--- src/rtl/font_rom_arbiter_if.sv ---
// -----------------------------------------------------------------------------
// font_rom_arbiter_if
//   Bundle of the request, ROM and read-data signals around font_rom_arbiter.
//
//   Requester side : req0/code0/row0, req1/code1/row1 in; gnt0/gnt1 back.
//   ROM side       : rom_ascii (registered address) out; rom_letra (glyph,
//                    combinational from rom_ascii) back.
//   Read side      : rd_valid, rd_owner, rd_bits, rd_err.
//
//   Modports:
//     slave  - the arbiter itself
//     master - the two requesters / read-data consumers
//     rom    - the font ROM instance
//
//   rom_letra is indexed as rom_letra[row][col]; each row is COLS bits with
//   the MSB being the leftmost pixel.
// -----------------------------------------------------------------------------
interface font_rom_arbiter_if #(
    parameter int unsigned CODE_W = 9,
    parameter int unsigned ROWS   = 10,
    parameter int unsigned COLS   = 10
);
    logic                         req0;
    logic [CODE_W-1:0]            code0;
    logic [3:0]                   row0;
    logic                         req1;
    logic [CODE_W-1:0]            code1;
    logic [3:0]                   row1;
    logic                         gnt0;
    logic                         gnt1;
    logic [CODE_W-1:0]            rom_ascii;
    logic [ROWS-1:0][COLS-1:0]    rom_letra;
    logic                         rd_valid;
    logic                         rd_owner;
    logic [COLS-1:0]              rd_bits;
    logic                         rd_err;

    modport slave (
        input  req0, code0, row0, req1, code1, row1, rom_letra,
        output gnt0, gnt1, rom_ascii, rd_valid, rd_owner, rd_bits, rd_err
    );

    modport master (
        output req0, code0, row0, req1, code1, row1,
        input  gnt0, gnt1, rd_valid, rd_owner, rd_bits, rd_err
    );

    modport rom (
        input  rom_ascii,
        output rom_letra
    );
endinterface

--- src/rtl/font_rom_arbiter.sv ---
// -----------------------------------------------------------------------------
// font_rom_arbiter
//   Shares one combinational font glyph ROM between two requesters.
//   Port 0 (VGA text scan-out) has priority; port 1 (secondary glyph consumer)
//   is guaranteed a slot after MAX_WAIT consecutive port-0 wins while it waits.
//   One lookup per cycle, fixed latency: grant and ROM address at edge N,
//   selected glyph row at edge N+1.
//
//   Ports:
//     clk   - rising-edge clock
//     rst_n - asynchronous active-low reset
//     bus   - font_rom_arbiter_if.slave: requests, grants, ROM address/data,
//             read-data outputs (rd_valid/rd_owner/rd_bits/rd_err)
// -----------------------------------------------------------------------------
module font_rom_arbiter #(
    parameter int unsigned CODE_W     = 9,
    parameter int unsigned NUM_GLYPHS = 200,
    parameter int unsigned ROWS       = 10,
    parameter int unsigned COLS       = 10,
    parameter int unsigned MAX_WAIT   = 4
) (
    input  logic               clk,
    input  logic               rst_n,
    font_rom_arbiter_if.slave  bus
);
    localparam int unsigned ROW_W = 4;
    localparam int unsigned CNT_W = 3;

    // Limits widened by one bit so the range compare cannot wrap.
    localparam logic [CODE_W:0]    CODE_LIM = (CODE_W + 1)'(NUM_GLYPHS);
    localparam logic [ROW_W:0]     ROW_LIM  = (ROW_W + 1)'(ROWS);
    localparam logic [CNT_W-1:0]   WAIT_LIM = CNT_W'(MAX_WAIT);

    // Arbitration state
    logic [CNT_W-1:0]  starve_q, starve_d;
    logic              gnt0_q, gnt0_d;
    logic              gnt1_q, gnt1_d;

    // Stage 1: captured winner
    logic [CODE_W-1:0] rom_ascii_q, rom_ascii_d;
    logic [ROW_W-1:0]  row_s1_q, row_s1_d;
    logic              own_s1_q, own_s1_d;
    logic              err_s1_q, err_s1_d;
    logic              v_s1_q, v_s1_d;

    // Stage 2: read data
    logic              rd_valid_q, rd_valid_d;
    logic              rd_owner_q, rd_owner_d;
    logic [COLS-1:0]   rd_bits_q, rd_bits_d;
    logic              rd_err_q, rd_err_d;

    // Combinational helpers
    logic              force1;
    logic              take0;
    logic              take1;
    logic [CODE_W-1:0] win_code;
    logic [ROW_W-1:0]  win_row;
    logic              win_err;
    logic [COLS-1:0]   row_bits;

    always_comb begin
        force1   = 1'b0;
        take0    = 1'b0;
        take1    = 1'b0;
        win_code = '0;
        win_row  = '0;
        win_err  = 1'b0;
        row_bits = '0;

        starve_d    = starve_q;
        gnt0_d      = 1'b0;
        gnt1_d      = 1'b0;
        rom_ascii_d = rom_ascii_q;
        row_s1_d    = row_s1_q;
        own_s1_d    = own_s1_q;
        err_s1_d    = err_s1_q;
        v_s1_d      = 1'b0;

        // Port 0 wins ties unless port 1 has already waited MAX_WAIT grants.
        force1 = bus.req0 && bus.req1 && (starve_q == WAIT_LIM);
        take0  = bus.req0 && !force1;
        take1  = bus.req1 && !take0;

        win_code = take1 ? bus.code1 : bus.code0;
        win_row  = take1 ? bus.row1  : bus.row0;
        win_err  = ({1'b0, win_code} >= CODE_LIM) || ({1'b0, win_row} >= ROW_LIM);

        gnt0_d = take0;
        gnt1_d = take1;
        v_s1_d = take0 || take1;

        // Address held when idle; forced to 0 on a bad request so the ROM
        // is never addressed out of range.
        if (take0 || take1) begin
            rom_ascii_d = win_err ? '0 : win_code;
            row_s1_d    = win_row;
            own_s1_d    = take1;
            err_s1_d    = win_err;
        end

        if (!bus.req1 || take1) begin
            starve_d = '0;
        end else if (take0 && (starve_q != WAIT_LIM)) begin
            starve_d = starve_q + CNT_W'(1);
        end

        // Row mux over the glyph; an out-of-range row never matches.
        for (int unsigned r = 0; r < ROWS; r++) begin
            if (row_s1_q == ROW_W'(r)) begin
                row_bits = bus.rom_letra[r];
            end
        end

        rd_valid_d = v_s1_q;
        rd_owner_d = own_s1_q;
        rd_err_d   = v_s1_q && err_s1_q;
        rd_bits_d  = (v_s1_q && !err_s1_q) ? row_bits : '0;
    end

    always_ff @(posedge clk or negedge rst_n) begin
        if (!rst_n) begin
            starve_q    <= '0;
            gnt0_q      <= 1'b0;
            gnt1_q      <= 1'b0;
            rom_ascii_q <= '0;
            row_s1_q    <= '0;
            own_s1_q    <= 1'b0;
            err_s1_q    <= 1'b0;
            v_s1_q      <= 1'b0;
            rd_valid_q  <= 1'b0;
            rd_owner_q  <= 1'b0;
            rd_bits_q   <= '0;
            rd_err_q    <= 1'b0;
        end else begin
            starve_q    <= starve_d;
            gnt0_q      <= gnt0_d;
            gnt1_q      <= gnt1_d;
            rom_ascii_q <= rom_ascii_d;
            row_s1_q    <= row_s1_d;
            own_s1_q    <= own_s1_d;
            err_s1_q    <= err_s1_d;
            v_s1_q      <= v_s1_d;
            rd_valid_q  <= rd_valid_d;
            rd_owner_q  <= rd_owner_d;
            rd_bits_q   <= rd_bits_d;
            rd_err_q    <= rd_err_d;
        end
    end

    assign bus.gnt0      = gnt0_q;
    assign bus.gnt1      = gnt1_q;
    assign bus.rom_ascii = rom_ascii_q;
    assign bus.rd_valid  = rd_valid_q;
    assign bus.rd_owner  = rd_owner_q;
    assign bus.rd_bits   = rd_bits_q;
    assign bus.rd_err    = rd_err_q;
endmodule

--- src/flat_wrapper.sv ---
// flat-port wrapper written by rule: the top's interface ports become plain ports
module font_rom_arbiter_flat 
#(
    parameter int unsigned CODE_W     = 9,
    parameter int unsigned NUM_GLYPHS = 200,
    parameter int unsigned ROWS       = 10,
    parameter int unsigned COLS       = 10,
    parameter int unsigned MAX_WAIT   = 4
)
  (clk, rst_n, bus_req0, bus_code0, bus_row0, bus_req1, bus_code1, bus_row1, bus_rom_letra, bus_gnt0, bus_gnt1, bus_rom_ascii, bus_rd_valid, bus_rd_owner, bus_rd_bits, bus_rd_err);
  font_rom_arbiter_if #(.CODE_W(CODE_W), .ROWS(ROWS), .COLS(COLS)) bus_i ();
  input  logic clk;
  input  logic rst_n;
  input wire logic [$bits(bus_i.req0)-1:0] bus_req0;
  input wire logic [$bits(bus_i.code0)-1:0] bus_code0;
  input wire logic [$bits(bus_i.row0)-1:0] bus_row0;
  input wire logic [$bits(bus_i.req1)-1:0] bus_req1;
  input wire logic [$bits(bus_i.code1)-1:0] bus_code1;
  input wire logic [$bits(bus_i.row1)-1:0] bus_row1;
  input wire logic [$bits(bus_i.rom_letra)-1:0] bus_rom_letra;
  output wire logic [$bits(bus_i.gnt0)-1:0] bus_gnt0;
  output wire logic [$bits(bus_i.gnt1)-1:0] bus_gnt1;
  output wire logic [$bits(bus_i.rom_ascii)-1:0] bus_rom_ascii;
  output wire logic [$bits(bus_i.rd_valid)-1:0] bus_rd_valid;
  output wire logic [$bits(bus_i.rd_owner)-1:0] bus_rd_owner;
  output wire logic [$bits(bus_i.rd_bits)-1:0] bus_rd_bits;
  output wire logic [$bits(bus_i.rd_err)-1:0] bus_rd_err;
  assign bus_i.req0 = bus_req0;
  assign bus_i.code0 = bus_code0;
  assign bus_i.row0 = bus_row0;
  assign bus_i.req1 = bus_req1;
  assign bus_i.code1 = bus_code1;
  assign bus_i.row1 = bus_row1;
  assign bus_i.rom_letra = bus_rom_letra;
  assign bus_gnt0 = bus_i.gnt0;
  assign bus_gnt1 = bus_i.gnt1;
  assign bus_rom_ascii = bus_i.rom_ascii;
  assign bus_rd_valid = bus_i.rd_valid;
  assign bus_rd_owner = bus_i.rd_owner;
  assign bus_rd_bits = bus_i.rd_bits;
  assign bus_rd_err = bus_i.rd_err;
  font_rom_arbiter #(.CODE_W(CODE_W), .NUM_GLYPHS(NUM_GLYPHS), .ROWS(ROWS), .COLS(COLS), .MAX_WAIT(MAX_WAIT)) u_core (.clk(clk), .rst_n(rst_n), .bus(bus_i));
endmodule
--- config.mk ---
export PLATFORM = sky130hd
export DESIGN_NAME = font_rom_arbiter_flat
export DESIGN_NICKNAME = d
export VERILOG_FILES = /design/src/rtl/font_rom_arbiter_if.sv /design/src/rtl/font_rom_arbiter.sv /design/src/flat_wrapper.sv
export SDC_FILE = /design/constraint.sdc
export NUM_CORES = 1
export LEC_CHECK = 0
export BUFFER_PORTS_ARGS = -buffer_cell sky130_fd_sc_hd__buf_4
export CAP_MARGIN = 15
export CELL_PAD_IN_SITES_DETAIL_PLACEMENT = 1
export CELL_PAD_IN_SITES_GLOBAL_PLACEMENT = 1
export CORE_ASPECT_RATIO = 1.5
export CORE_MARGIN = 5
export CORE_UTILIZATION = 27
export CTS_BUF_LIST = sky130_fd_sc_hd__clkbuf_8 sky130_fd_sc_hd__clkbuf_16
export DETAILED_ROUTE_END_ITERATION = 16
export PLACE_DENSITY_LB_ADDON = 0.05
export SETUP_SLACK_MARGIN = 0.02
export SKIP_CTS_REPAIR_TIMING = 1
export SLEW_MARGIN = 20
export SYNTH_ARGS = -nofsm -noshare
export SYNTH_HDL_FRONTEND = slang
export SYNTH_SLANG_ARGS = --single-unit
--- constraint.sdc ---
create_clock -name clk -period 1.5 [get_ports clk]
set_input_delay 0.075 -clock clk [delete_from_list [all_inputs] [get_ports clk]]
set_output_delay 0.075 -clock clk [all_outputs]
set_load 0.005 [all_outputs]
==> results by group <==
Floorplanning
  • I/O Pins: 154
  • Core Region: 8410 µm²
  • Die span in x: 85.9 µm
  • Die Span Y: 124 µm
  • Initial Util: 0.278
  • Total die area: about 11000 µm²
  • Row count: 41

Worst setup path
  • R2R Path Start: u_core.starve_q[0]
  • Worst-path fanout max: 7
  • WP data arrival: 1.84 ns
  • Worst Reg-to-Reg Cells: 8
  • R2r endpoint: u_core.err_s1_q
  • Reg2Reg Setup Slack: -0.16 ns
  • CP Capture Type: flip-flop
  • Worst endpoint required time: 1.68 ns
  • Setup Crit Path Kind: reg2reg
  • Startpoint Class: flip-flop

CTS
  • CTS Buf Count: 5
  • Worst-Skew Late Latency: 0.29 ns
  • CTS tree: built
  • Clock Tree Root: clkbuf_16
  • Clock Sinks: 34
  • Clk slew on worst S/H paths: 0.06 ns
  • Max Buffers Root-to-Sink: 2
  • CTS H-tree depth: 2

Yosys
  • Synth cell count leaders: dfrtp_1, nand2_1, o21ai_0
  • Synth Area in Simple Gates: 0.171
  • Yosys top cell by area: dfrtp_1
  • Register bit total from synthesis: 34
  • Asr flop ratio synth: 1.00
  • Ranking of synthesized cells by area: dfrtp_1, mux2i_1, o21ai_0, nand2_1, a21oi_1
  • Largest family of logic cells by synthesized area: compound AO/OA/AOI/OAI gates
  • Syn Inst Count: 253
  • Synthesized area: 2340 µm²
  • Synth Area in Compound Gates: 0.233
  • Synth warnings: 0
  • Post-synthesis adder-cell area fraction: 0.0107
  • Yosys top cell area share: 0.364
  • Register area share after synthesis: 0.364
  • Post-synth EDFFs: 0
  • Mux cell area share after synthesis: 0.161
  • Cell variety after synth: 45
  • Top FF cell, synth: dfrtp_1
  • Syn avg cell area: between 9 and 10 µm²
  • Post-Synthesis Net Count: 385
  • Synth Area in XOR/XNOR: 0.00375

Place
  • Hpwl dp: 7970 µm
  • Gp weighted congestion: 0.801
  • Port bufs: 153

Outcome
  • Status: finished with violations
  • Violated checks: setup timing

STA
  • Setup TNS: -1.46 ns
  • Setup violators final: 16
  • RSZ-0062 raised after global routing: true
  • Worst Skew: 0.00613 ns
  • Slew margin rel.: 0.625
  • Max Fclk: ~600 MHz
  • Max Transition Viols Final: 0
  • Fin worst setup slack: -0.161 ns
  • Hold Violations, Final: 0
  • Final period util: 1.11
  • Crit path time final: 1.66 ns
  • Worst Tran Pin Value: 0.562 ns

Routing
  • Antenna-violating nets left: 0
  • TritonRoute pass-1 iters: 4
  • DR vias/cell: 4.98
  • Detailed Route Iter0 Violations: 57
  • Via count: 2730
  • WL/cell: 18.4 µm
  • DRC violations left: 0
  • Final WL: 10100 µm

Worst hold path
  • Hold Crit Depth: 3
  • Hold Path Origin: bus_row0[0]
  • Hold Path End: u_core.row_s1_q[0]
  • Hold Path Class: in2reg

Layout
  • # fillers: 1004
  • Register area: 855 µm²
  • Multi-input logic area: ~1500 µm²
  • Fraction of layout cells with a size suffix above 1: 0.574
  • Layout overhead on the synthesized area: 81.9%
  • NumNets Final: 572
  • Ant. Diodes: 0
  • Final Util: 0.505

Global route
  • Total Routing Usage GR: 0.183
  • First-pass GRT wire length: 14900 µm
  • Initial antenna violation count: 0
  • Vias in the first global route: 2957
  • Largest net degree at the start of global routing: 35
  • Grt total ovfl: 0

Run
  • # Max-Cap Violations: 0

Pwr
  • VDD IR max: ~540 µV
  • PD cells: 845 nW/µm²
  • LEAKAGE: 0.00204 µW
flip-flops by register name, summed over array words and instances (netlist names):
signal / cells
u_core.bus.rd_valid: 1
u_core.bus.rd_owner: 1
u_core.starve_q: 3
u_core.bus.rd_bits: 10
u_core.bus.gnt1: 1
u_core.rd_valid_d: 1
u_core.own_s1_q: 1
u_core.bus.rom_ascii: 9
u_core.row_s1_q: 4
u_core.bus.rd_err: 1
u_core.bus.gnt0: 1
u_core.err_s1_q: 1
kinds of logic after synthesis:
kind of cell | Yosys count
buf+inv | 24
xor+xnor | 1
flops | 34
compound gates | 83
simple gates | 82
fa+ha+maj | 2
mux | 27
worst max-delay path, cell delays in order, from the launching register on:
cell and delay, ns:
dfrtp_1 0.38, inv_1 0.06, ha_2 0.18, nand2_2 0.05
a21bo_4 0.23, clkinv_4 0.05, nand2_4 0.04, o32a_4 0.43
o21a_1 0.13
placed cells by master, fill, tap and decap left out, types with 3 or more instances in the layout:
| master | netlist | layout |
|---|---|---|
| dfrtp_2 | 0 | 3 |
| buf_12 | 0 | 3 |
| buf_6 | 3 | 4 |
| nand2_1 | 34 | 32 |
| buf_4 | 2 | 184 |
| mux2i_1 | 15 | 12 |
| mux2i_2 | 0 | 3 |
| nand3_1 | 4 | 3 |
| nor2b_1 | 4 | 4 |
| nor2_1 | 12 | 11 |
| o21ai_1 | 10 | 9 |
| dfrtp_1 | 34 | 31 |
| clkbuf_16 | 0 | 6 |
| a21oi_1 | 20 | 20 |
| a32o_1 | 6 | 5 |
| mux2_2 | 5 | 5 |
| o21ai_0 | 27 | 21 |
| nand2b_1 | 11 | 9 |
| inv_1 | 8 | 8 |
| a221oi_2 | 2 | 6 |
| mux4_2 | 4 | 6 |
| o21ai_2 | 0 | 7 |
| nor3_1 | 4 | 4 |
| and2_1 | 4 | 3 |
metal layers:
metal	up-vias	wire length (µm)	track usage
li1	1302	-	-
met5	-	0	0
met4	0	180	0.0644
met1	1318	3440	0.183
met2	96	5790	0.359
met3	14	680	0.0457
layout make-up:
type / count / area share
timing repair buffer: 195 / 0.363
multi-input combinational: 195 / 0.350
sequential: 34 / 0.201
tap: 107 / 0.0315
clock buffer: 5 / 0.0294
clock inverter: 3 / 0.0162
inverter: 9 / 0.00913
worst max-delay path by stage:
stage                             from                 endpoint  cells past startpoint
floorplan           u_core.starve_q[0]          u_core.err_s1_q                      8
global placement    u_core.row_s1_q[0]    u_core.bus.rd_bits[2]                      4
detailed placement  u_core.row_s1_q[0]    u_core.bus.rd_bits[9]                      6
CTS                 u_core.row_s1_q[0]    u_core.bus.rd_bits[9]                      6
global route        u_core.starve_q[1]  u_core.bus.rom_ascii[3]                      8
finish              u_core.starve_q[0]          u_core.err_s1_q                      8
through the flow:
step | hold slack [ns] | instances | power [µW] | cell area (µm²) | worst slack [ns]
finish | 0.00486 | 548 | 3590 | 4250 | -0.161
global route | 0.0283 | 548 | 3760 | 4250 | -0.222
CTS | -0.242 | 539 | 3500 | 4010 | -0.245
detailed placement | 0.0724 | 531 | 2090 | 3810 | -0.128
global placement | 0.0657 | 531 | 2070 | 3810 | -0.115
floorplan | -0.221 | 253 | 1500 | 2340 | -0.0730
report_power, final:
group	internal (µW)	total (µW)	leakage (µW)	switching, µW
Clock	955	1390	0.0000940	436
Sequential	981	1030	0.000436	48.2
Combinational	687	1170	0.00151	486
Total	2620	3590	0.00204	969
Power figures use the tool's default switching activity.
